--- src/rtl/rvc_decoder_pkg.sv ---
// rtl/rvc_decoder_pkg.sv - shared internal opcode codes and decode result type for the RVC decoder
package rvc_decoder_pkg;

  localparam logic [7:0] OP_LUI     = 8'h01;
  localparam logic [7:0] OP_ADDI    = 8'h02;
  localparam logic [7:0] OP_SLLI    = 8'h03;
  localparam logic [7:0] OP_SRLI    = 8'h04;
  localparam logic [7:0] OP_SRAI    = 8'h05;
  localparam logic [7:0] OP_ANDI    = 8'h06;
  localparam logic [7:0] OP_ADD     = 8'h07;
  localparam logic [7:0] OP_SUB     = 8'h08;
  localparam logic [7:0] OP_XOR     = 8'h09;
  localparam logic [7:0] OP_OR      = 8'h0A;
  localparam logic [7:0] OP_AND     = 8'h0B;
  localparam logic [7:0] OP_LW      = 8'h0C;
  localparam logic [7:0] OP_SW      = 8'h0D;
  localparam logic [7:0] OP_JAL     = 8'h0E;
  localparam logic [7:0] OP_JALR    = 8'h0F;
  localparam logic [7:0] OP_BEQ     = 8'h10;
  localparam logic [7:0] OP_BNE     = 8'h11;
  localparam logic [7:0] OP_ILLEGAL = 8'hFF;

  typedef enum logic [1:0] {
    Q0     = 2'b00,
    Q1     = 2'b01,
    Q2     = 2'b10,
    Q_BASE = 2'b11
  } quad_e;

  typedef struct packed {
    logic [7:0]  op;
    logic [4:0]  dr;
    logic [4:0]  sr1;
    logic [4:0]  sr2;
    logic [31:0] imm;
    logic        val;
  } decode_t;

endpackage

--- src/rtl/rvc_decoder.sv ---
// rtl/rvc_decoder.sv - RV32C halfword expander with one registered output stage; RVC_STRICT_RESERVED_EN rejects reserved zero forms
module rvc_decoder
  import rvc_decoder_pkg::*;
(
  input  logic        clk_i,
  input  logic        rst_i,
  input  logic [15:0] com_inst_i,
  output logic [7:0]  com_inst_o,
  output logic [4:0]  com_reg_dr_o,
  output logic [4:0]  com_reg_sr1_o,
  output logic [4:0]  com_reg_sr2_o,
  output logic [31:0] com_imm_data_o,
  output logic        com_inst_val_o
);

`ifdef RVC_STRICT_RESERVED_EN
  localparam bit STRICT = 1'b1;
`else
  localparam bit STRICT = 1'b0;
`endif

  function automatic logic [4:0] creg(input logic [2:0] f);
    return {2'b01, f};
  endfunction

  logic [15:0] w;
  quad_e       quad;
  logic [31:0] imm6;
  logic        ill;
  decode_t     d;

  assign w    = com_inst_i;
  assign quad = quad_e'(w[1:0]);
  assign imm6 = {{26{w[12]}}, w[12], w[6:2]};

  always_comb begin
    d     = '0;
    ill   = 1'b0;
    d.val = (quad != Q_BASE);
    case (quad)
      Q0: begin
        case (w[15:13])
          3'b000: begin
            d.op  = OP_ADDI;
            d.dr  = creg(w[4:2]);
            d.sr1 = 5'd2;
            d.imm = {22'b0, w[10:7], w[12:11], w[5], w[6], 2'b00};
            ill   = (w == 16'h0000) || (STRICT && (w[12:5] == 8'h00));
          end
          3'b010: begin
            d.op  = OP_LW;
            d.dr  = creg(w[4:2]);
            d.sr1 = creg(w[9:7]);
            d.imm = {25'b0, w[5], w[12:10], w[6], 2'b00};
          end
          3'b110: begin
            d.op  = OP_SW;
            d.sr1 = creg(w[9:7]);
            d.sr2 = creg(w[4:2]);
            d.imm = {25'b0, w[5], w[12:10], w[6], 2'b00};
          end
          default: ill = 1'b1;
        endcase
      end
      Q1: begin
        case (w[15:13])
          3'b000: begin
            d.op  = OP_ADDI;
            d.dr  = w[11:7];
            d.sr1 = w[11:7];
            d.imm = imm6;
          end
          3'b001, 3'b101: begin
            d.op  = OP_JAL;
            d.dr  = w[15] ? 5'd0 : 5'd1;
            d.imm = {{21{w[12]}}, w[8], w[10:9], w[6], w[7], w[2], w[11], w[5:3], 1'b0};
          end
          3'b010: begin
            d.op  = OP_ADDI;
            d.dr  = w[11:7];
            d.imm = imm6;
          end
          3'b011: begin
            ill = STRICT && ({w[12], w[6:2]} == 6'd0);
            if (w[11:7] == 5'd2) begin
              d.op  = OP_ADDI;
              d.dr  = 5'd2;
              d.sr1 = 5'd2;
              d.imm = {{23{w[12]}}, w[4:3], w[5], w[2], w[6], 4'b0000};
            end else begin
              d.op  = OP_LUI;
              d.dr  = w[11:7];
              d.imm = {{14{w[12]}}, w[12], w[6:2], 12'h000};
            end
          end
          3'b100: begin
            d.dr  = creg(w[9:7]);
            d.sr1 = creg(w[9:7]);
            case (w[11:10])
              2'b00: begin
                d.op  = OP_SRLI;
                d.imm = {26'b0, w[12], w[6:2]};
                ill   = w[12];
              end
              2'b01: begin
                d.op  = OP_SRAI;
                d.imm = {26'b0, w[12], w[6:2]};
                ill   = w[12];
              end
              2'b10: begin
                d.op  = OP_ANDI;
                d.imm = imm6;
              end
              default: begin
                // w[12]=1 selects the RV64-only word ops
                ill   = w[12];
                d.sr2 = creg(w[4:2]);
                case (w[6:5])
                  2'b00:   d.op = OP_SUB;
                  2'b01:   d.op = OP_XOR;
                  2'b10:   d.op = OP_OR;
                  default: d.op = OP_AND;
                endcase
              end
            endcase
          end
          default: begin
            d.op  = w[13] ? OP_BNE : OP_BEQ;
            d.sr1 = creg(w[9:7]);
            d.imm = {{24{w[12]}}, w[6:5], w[2], w[11:10], w[4:3], 1'b0};
          end
        endcase
      end
      Q2: begin
        case (w[15:13])
          3'b000: begin
            d.op  = OP_SLLI;
            d.dr  = w[11:7];
            d.sr1 = w[11:7];
            d.imm = {26'b0, w[12], w[6:2]};
            ill   = w[12];
          end
          3'b010: begin
            d.op  = OP_LW;
            d.dr  = w[11:7];
            d.sr1 = 5'd2;
            d.imm = {24'b0, w[3:2], w[12], w[6:4], 2'b00};
            ill   = STRICT && (w[11:7] == 5'd0);
          end
          3'b100: begin
            if (!w[12]) begin
              if (w[6:2] == 5'd0) begin
                d.op  = OP_JALR;
                d.sr1 = w[11:7];
                ill   = STRICT && (w[11:7] == 5'd0);
              end else begin
                d.op  = OP_ADD;
                d.dr  = w[11:7];
                d.sr2 = w[6:2];
              end
            end else if (w[6:2] == 5'd0) begin
              // rs1=0 here is C.EBREAK
              ill   = (w[11:7] == 5'd0);
              d.op  = OP_JALR;
              d.dr  = 5'd1;
              d.sr1 = w[11:7];
            end else begin
              d.op  = OP_ADD;
              d.dr  = w[11:7];
              d.sr1 = w[11:7];
              d.sr2 = w[6:2];
            end
          end
          3'b110: begin
            d.op  = OP_SW;
            d.sr1 = 5'd2;
            d.sr2 = w[6:2];
            d.imm = {24'b0, w[8:7], w[12:9], 2'b00};
          end
          default: ill = 1'b1;
        endcase
      end
      default: d = '0;
    endcase
    if (ill) begin
      d     = '0;
      d.op  = OP_ILLEGAL;
      d.val = 1'b1;
    end
  end

  always_ff @(posedge clk_i or negedge rst_i) begin
    if (!rst_i) begin
      com_inst_o     <= '0;
      com_reg_dr_o   <= '0;
      com_reg_sr1_o  <= '0;
      com_reg_sr2_o  <= '0;
      com_imm_data_o <= '0;
      com_inst_val_o <= 1'b0;
    end else begin
      com_inst_o     <= d.op;
      com_reg_dr_o   <= d.dr;
      com_reg_sr1_o  <= d.sr1;
      com_reg_sr2_o  <= d.sr2;
      com_imm_data_o <= d.imm;
      com_inst_val_o <= d.val;
    end
  end

endmodule

--- config.mk ---
export PLATFORM = sky130hd
export DESIGN_NAME = rvc_decoder
export DESIGN_NICKNAME = d
export VERILOG_FILES = /design/src/rtl/rvc_decoder_pkg.sv /design/src/rtl/rvc_decoder.sv
export SDC_FILE = /design/constraint.sdc
export NUM_CORES = 1
export LEC_CHECK = 0
export CAP_MARGIN = 20
export CORE_MARGIN = 2
export CORE_UTILIZATION = 35
export DETAILED_ROUTE_END_ITERATION = 6
export GPL_ROUTABILITY_DRIVEN = 0
export GPL_TIMING_DRIVEN = 0
export SLEW_MARGIN = 0
export SYNTH_ARGS = -nofsm -noshare
export SYNTH_HDL_FRONTEND = slang
export SYNTH_SLANG_ARGS = --single-unit
--- constraint.sdc ---
create_clock -name clk_i -period 1.1 [get_ports clk_i]
set_input_delay 0.165 -clock clk_i [delete_from_list [all_inputs] [get_ports clk_i]]
set_output_delay 0.165 -clock clk_i [all_outputs]
set_load 0.01 [all_outputs]
After elaboration in Yosys (flattened, before gate mapping)
Cells that the tools add are included.

word-level totals
  output and inout bits = 56
  logic and storage cells = 74
  flip-flop bits (word level) = 56

cells by class
  reduce and logical (&&, ||, !) cells = 14
  equality and inequality tests = 14
  mux-type cells = 40

operator list
  cell                count
  $pmux 55 s3         1
  $pmux 32 s4         1
  $pmux 32 s2         1
  $pmux 8 s4          2
  $mux 56             1
  $pmux 8 s3          2
  $pmux 5 s3          2
  $mux 4              5
  $pmux 10 s2         1
  $pmux 5 s2          2
  $pmux 5 s4          1
  $mux 19             1
  $mux 17             1
  $logic_not 16->1    1
  $mux 5              3
  $mux 14             1
  $pmux 4 s3          1
  $logic_not 5->1     2
  $eq 3x3->1 const B  3
  $reduce_or 3->1     3
  $pmux 4 s2          1
  $reduce_or 2->1     4
  $mux 1              7
  $mux 7              1
  12 further kinds    20

Depth between registers and ports, before layout
Gate-level depths: netlist of run 1.

  depth in word-level cells = 6
  mapped depth = 7

Worst setup path after synthesis of run 1
OpenSTA, ideal clock, no wires.

  kind = in2reg
  start = in com_inst_i[10]
  end = reg com_reg_sr1_o[4]
  arrival time = 1,636 ps
  stages on the path = 7
  buffers on the path = 2
  setup time = 122 ps
  setup slack = -658 ps
  cells stage by stage = buf_6 -> or4_4 -> nor4_4 -> nand4_1 -> and3_1 -> buf_6 -> o2111a_1

RTL lines
  item                  RTL line            text
  from (decl)           rvc_decoder.sv:7    input logic [15:0] com_inst_i,
  to (signal assigned)  rvc_decoder.sv:203  com_reg_sr1_o <= d.sr1;
  to (decl)             rvc_decoder.sv:10   output logic [4:0] com_reg_sr1_o,

==> results.toml, run 1 <==
[outcome]
status = "finished with violations"
violations = "negative hold slack, negative setup slack"

[die]
ios = 74
core_area_mm2 = 0.00714
initial_utilization_pct = 35.7
num_rows = 31
fp.dieH_um = 89.3
die_width_um = 89.3
dieArea_mm2 = 0.00797

[logic_synthesis]
netlist_top_cells_area = "dfrtp_1 (39%), a21oi_1 (6.7%), buf_4 (4.7%)"
synth_edf_count = 0
ys_types = 47
avgSynthCellArea_um2 = 8.19
yosysWarnings = 0
synth_area_leader_cell = "dfrtp_1"
ys_ff_latch = 40
synth_top_cell_area_share_pct = 39.3
synth-async-reset-ratio_pct = 100
syn-num-nets = 329
synth_ff_type = "dfrtp_1"
synth_cells = 311
synth_area_mm2 = 0.00255
ys_seq_area_share_pct = 39.3

[cts]
cts.htree.levels = 2
cts_tree = "done"
cts_root_buffer = "clkbuf_8"
clock-sinks = 40
path_clk_slew_ps = 70
cts_buffers = 5
cts_hold_buffers = 0
cts_buffer_depth = 2

[grt]
gr-total-overflow = 0
grt_usage_pct = 23.9
grt_max_degree = 41
grt_pass1_wl_um = 14500
antenna_found_initial = 0
grt_pass1_vias = 2771

[placement]
port_buffers = 68
place_hpwl_um = 6260
dp_slack_ps = -1500

[min_path]
hold_class = "input pin to asynchronous set/reset pin"

[power]
leakage_uw = 0.00182
power.density_mw_per_mm2 = 974
power_uw = 3960
peakVddDrop_uv = 470

[setup_path]
cp_slowest_cell = "or4_4"
worst-setup-path-type = "input pin to flip-flop"
path_cells = "buf_12 > or4_4 > nor4_4 > nand4_1 > and3_4 > o2111a_1"
crit_family = "simple AND/OR/NAND/NOR gates"
crit_arrival_ps = 1850
critPathBufInv = 1
cp_slowest_stage_delay_ps = 550
required_ps = 1290
critPathCaptureType = "flip-flop"
crit_fanout = 8
start_kind = "input pin"

[detailed_routing]
antenna_left = 0
wl_um = 9220
vias = 2942
avgViaCountPerCell = 5.79
drc_errors = 0
post_drt_wl_per_cell_um = 18.1
dr.pass1.iters = 6
drt_iter0_drc = 272

[finish]
area_delta_synth_final_pct = 59.8
final-seq-area_mm2 = 0.00100
fillCellCount = 655
fin_util_pct = 57.0
final_common_cell = "buf_6"
final_cell_mix = "buf_6 (43), dfrtp_1 (39), clkdlybuf4s15_1 (38)"
diodes = 0
multi_input_area_mm2 = 0.00145
layout-drive-gt1-share_pct = 35.2
nNetsFinal = 426

[sta]
finalCritPeriodShare_pct = 151
min_period_ps = 1660
finalSetupViolations = 53
setup_ws_ps = -560
drv_slew = 0
rsz0062_at_grt = "true"
worstMarginPinSlew_ps = 865
finalHoldViolCount = 40
fmax_mhz = 602
whs_ps = -27.7
maxSlewHeadroom_pct = 42.3

[run]
max_cap_viol_count = 0
==> how the worst max path moves through the flow <==
stage,slack [ps],end,cells after the start,startpoint
2_1_floorplan,-660,com_reg_sr1_o[4],7,com_inst_i[10]
3_3_place_gp,-1500,com_reg_sr1_o[4],7,com_inst_i[3]
3_5_place_dp,-1500,com_reg_sr1_o[4],7,com_inst_i[3]
4_1_cts,-500,com_reg_sr1_o[4],6,com_inst_i[10]
5_1_grt,-580,com_reg_sr1_o[4],6,com_inst_i[4]
6_report,-560,com_reg_sr1_o[4],6,com_inst_i[4]
==> cell families after synthesis <==
kind of cell,count (synthesis),share of synthesized area [%]
AOI/OAI and AO/OA,105,26.6
buffers and inverters,53,11.1
DFF,40,39.3
and+or+nand+nor,113,22.9
==> sequential cells by signal, summed over array words and instances, names as in the netlist <==
name,flops
com_reg_sr1_o,5
com_inst_o,6
com_reg_sr2_o,5
com_reg_dr_o,5
com_imm_data_o,18
com_inst_val_o,1
==> per-layer routing <==
metal	vias up	track usage, %	part of all wire, %
met1	1402	32.1	40
met2	196	38.7	46
met4	0	9.23	4.5
met3	56	3.97	10
met5	-	0	0
li1	1288	-	-
==> Yosys cell counts (3+ instances only) <==
| master | number |
|---|---|
| a21o_1 | 11 |
| nand3b_1 | 3 |
| and3_1 | 3 |
| buf_2 | 6 |
| clkbuf_1 | 18 |
| buf_4 | 16 |
| nor2_1 | 31 |
| o221ai_1 | 3 |
| nor3b_1 | 3 |
| o211ai_1 | 3 |
| nand2b_1 | 6 |
| dfrtp_1 | 40 |
| nor3_1 | 6 |
| o21ai_0 | 20 |
| nand2_1 | 28 |
| inv_1 | 10 |
| a221o_1 | 3 |
| a21oi_1 | 34 |
| nand4_1 | 3 |
| a31oi_1 | 8 |
| a22oi_1 | 8 |
| nand3_1 | 7 |
| nor2b_1 | 8 |
| or2_2 | 4 |
==> cell type report <==
type	count	area share (%)
repair buffers	102	25.0
plain buffers	31	7.91
clock inverters	2	0.861
inverters	10	1.02
flip-flops and latches	40	24.6
well taps	99	3.05
multi-input cells	218	35.7
clock buffers	6	1.78
==> power by group <==
| group | internal [uW] | leakage [uW] | switching (uW) | total (uW) |
|---|---|---|---|---|
| Clock | 673 | 0.0000552 | 506 | 1180 |
| Sequential | 1550 | 0.000533 | 24.6 | 1570 |
| Combinational | 566 | 0.00123 | 646 | 1210 |
| Total | 2790 | 0.00182 | 1180 | 3960 |
==> metrics by stage <==
stage          TNS [ps]  std cells  area (um2)
2_1_floorplan    -17560        311        2670
3_3_place_gp     -97940        478        3470
3_5_place_dp     -55400        479        3470
4_1_cts          -17620        506        3970
5_1_grt          -19970        508        4070
6_report         -18200        508        4070
==> repair_timing <==
item | in CTS | in global routing
gates resized for setup | 278 | 49
endpoints found under the setup margin | 96 | 65
pin swaps | 11 | 10
setup buffers | 24 | 11
No activity file was read; power rests on OpenSTA's default activity.
==> run 2: changes to the inputs <==
--- a/config.mk
+++ b/config.mk
@@ -11,6 +11,7 @@
 export DETAILED_ROUTE_END_ITERATION = 6
 export GPL_ROUTABILITY_DRIVEN = 0
 export GPL_TIMING_DRIVEN = 0
+export PLACE_DENSITY = 0.65
 export SLEW_MARGIN = 0
 export SYNTH_ARGS = -nofsm -noshare
 export SYNTH_HDL_FRONTEND = slang
==> run 2 against run 1 <==
  * The run still ends with negative hold slack, negative setup slack left
  * Sequential share of layout area decreased by 0.43 points
  * Wire length is 0.41% lower
  * Via count is 1.5% lower
  * Core utilization grew 1.0 points
  * Count of clock-buffer cells in the layout did not move
  * Combinational power increased by 6%
  * Setup slack worse by 30 ps
  * Hold slack lost 0.86 ps
  * Die area stayed put
==> results.toml, run 2 (synthesized netlist as in run 1, its figures left out) <==
[outcome]
status = "finished with violations"
violations = "negative hold slack, negative setup slack"

[power]
power.density_mw_per_mm2 = 975
peakVddDrop_uv = 431
leakage_uw = 0.00179

[detailed_routing]
drc_errors = 0
met2_length_um = 4100
m1WireLength_um = 3550
post_drt_wl_per_cell_um = 18.2
wl_um = 9180
drt_iter0_drc = 371
avgViaCountPerCell = 5.75
antenna_left = 0
route.met3.wl_um = 1060
vias = 2897
maxUsedRoutingLayer = "met4"
dr.pass1.iters = 5

[cts]
cts_buffer_depth = 2
cts.htree.levels = 2
clock-sinks = 40
path_clk_slew_ps = 70
cts_buffers = 5
cts_tree = "done"
cts_root_buffer = "clkbuf_8"

[setup_path]
required_ps = 1280
cp_slowest_stage_delay_ps = 480
critPathCaptureType = "flip-flop"
path_cells = "clkbuf_1 > nor2b_1 > nand3_1 > a21o_1 > and3_4 > o2111a_1"
worst-setup-path-type = "input pin to flip-flop"
start_kind = "input pin"
cp_slowest_cell = "clkbuf_1"
crit_arrival_ps = 1870
crit_fanout = 10

[sta]
maxSlewHeadroom_pct = 41.9
fmax_mhz = 592
finalHoldViolCount = 31
finalSetupViolations = 55
finalCritPeriodShare_pct = 154
min_period_ps = 1690
setup_ws_ps = -590
worstMarginPinSlew_ps = 871
drv_slew = 0
whs_ps = -28.6
rsz0062_at_grt = "true"

[finish]
multi_input_area_mm2 = 0.00156
reg.largest.list = "com_imm_data_o (18), com_inst_o (6)"
final_common_cell = "buf_6"
fillCellCount = 653
final_cell_mix = "buf_6 (45), dfrtp_1 (39), clkdlybuf4s15_1 (38)"
largest-register = "com_imm_data_o"
nNetsFinal = 422
fin_util_pct = 58.0
diodes = 0
area_delta_synth_final_pct = 62.6
final-seq-area_mm2 = 0.00100
layout-drive-gt1-share_pct = 38.8
largest_reg_flops = 18

[placement]
dp_slack_ps = -1510
place_hpwl_um = 6020
port_buffers = 68

[die]
num_rows = 31
core_area_mm2 = 0.00714
die_width_um = 89.3
initial_utilization_pct = 35.7
ios = 74
fp.dieH_um = 89.3
dieArea_mm2 = 0.00797

[run]
max_cap_viol_count = 0

[grt]
gr-total-overflow = 0
grt_pass1_wl_um = 14000
grt_max_degree = 41
antenna_found_initial = 0
grt_usage_pct = 23.2
grt_pass1_vias = 2681

[min_path]
hold_class = "input pin to asynchronous set/reset pin"
-- run 2: cell types whose count changed in the layout (fill, tap and decap cells not counted), moves of 3 or more --
cell | before | now
buf_2 | 7 | 4
a21oi_2 | 6 | 14
nor2_1 | 25 | 14
buf_4 | 21 | 14
nor2_2 | 2 | 10
buf_8 | 2 | 5
nor2_4 | 4 | 7
clkdlybuf4s15_2 | 0 | 3
a21oi_1 | 27 | 19
-- run 2: worst max-delay path, delay by kind of cell --
| family | cells | cell delay (ps) |
|---|---|---|
| simple gates | 3 | 770 |
| buf+inv | 1 | 480 |
| compound gates | 2 | 450 |
-- run 2: repair_timing --
action,in CTS,in global routing
gates resized for setup,284,58
hold endpoints to repair,0,0
pin swaps,19,17
hold buffers,0,0
buffers inserted,15,6
cloned,2,0
setup endpoints to repair,96,66
-- run 2: worst max path at each step --
stage	startpoint	end	slack, ps	cells past startpoint
after global placement	com_inst_i[3]	com_reg_sr1_o[4]	-1500	7
after CTS	com_inst_i[10]	com_imm_data_o[0]	-510	8
final	com_inst_i[12]	com_reg_sr1_o[4]	-590	6
after floorplan	com_inst_i[10]	com_reg_sr1_o[4]	-660	7
after detailed placement	com_inst_i[3]	com_reg_sr1_o[4]	-1510	7
after global routing	com_inst_i[4]	com_reg_sr1_o[2]	-660	8
-- run 2: cell type report --
class | instances | share of cell area, %
flip-flops and latches | 40 | 24.2
multi-input cells | 218 | 37.7
clock buffers | 6 | 1.75
clock inverters | 2 | 0.846
repair buffers | 91 | 22.3
plain buffers | 38 | 9.28
well taps | 99 | 2.99
inverters | 10 | 0.907
-- run 2: per-stage QoR --
| step | TNS (ps) | total power [uW] | cell area [um2] | std cells |
|---|---|---|---|---|
| floorplan | -17560 | 2170 | 2670 | 311 |
| global placement | -95460 | 2630 | 3470 | 478 |
| detailed placement | -54710 | 2640 | 3470 | 478 |
| CTS | -17520 | 3960 | 3950 | 500 |
| global route | -23000 | 4190 | 4140 | 504 |
| finish | -20400 | 4040 | 4140 | 504 |
-- run 2: where the power goes --
| group | internal (uW) | switching, uW | total [uW] |
|---|---|---|---|
| combinational | 588 | 692 | 1280 |
| sequential | 1550 | 23.5 | 1570 |
| clock | 673 | 513 | 1190 |
| total | 2810 | 1230 | 4040 |
-- run 2: routing by layer --
| layer | GRT usage, % | vias up |
|---|---|---|
| li1 | - | 1282 |
| met1 | 30.5 | 1353 |
| met2 | 35.3 | 212 |
| met3 | 5.63 | 50 |
| met4 | 12.5 | 0 |
| met5 | 0 | - |
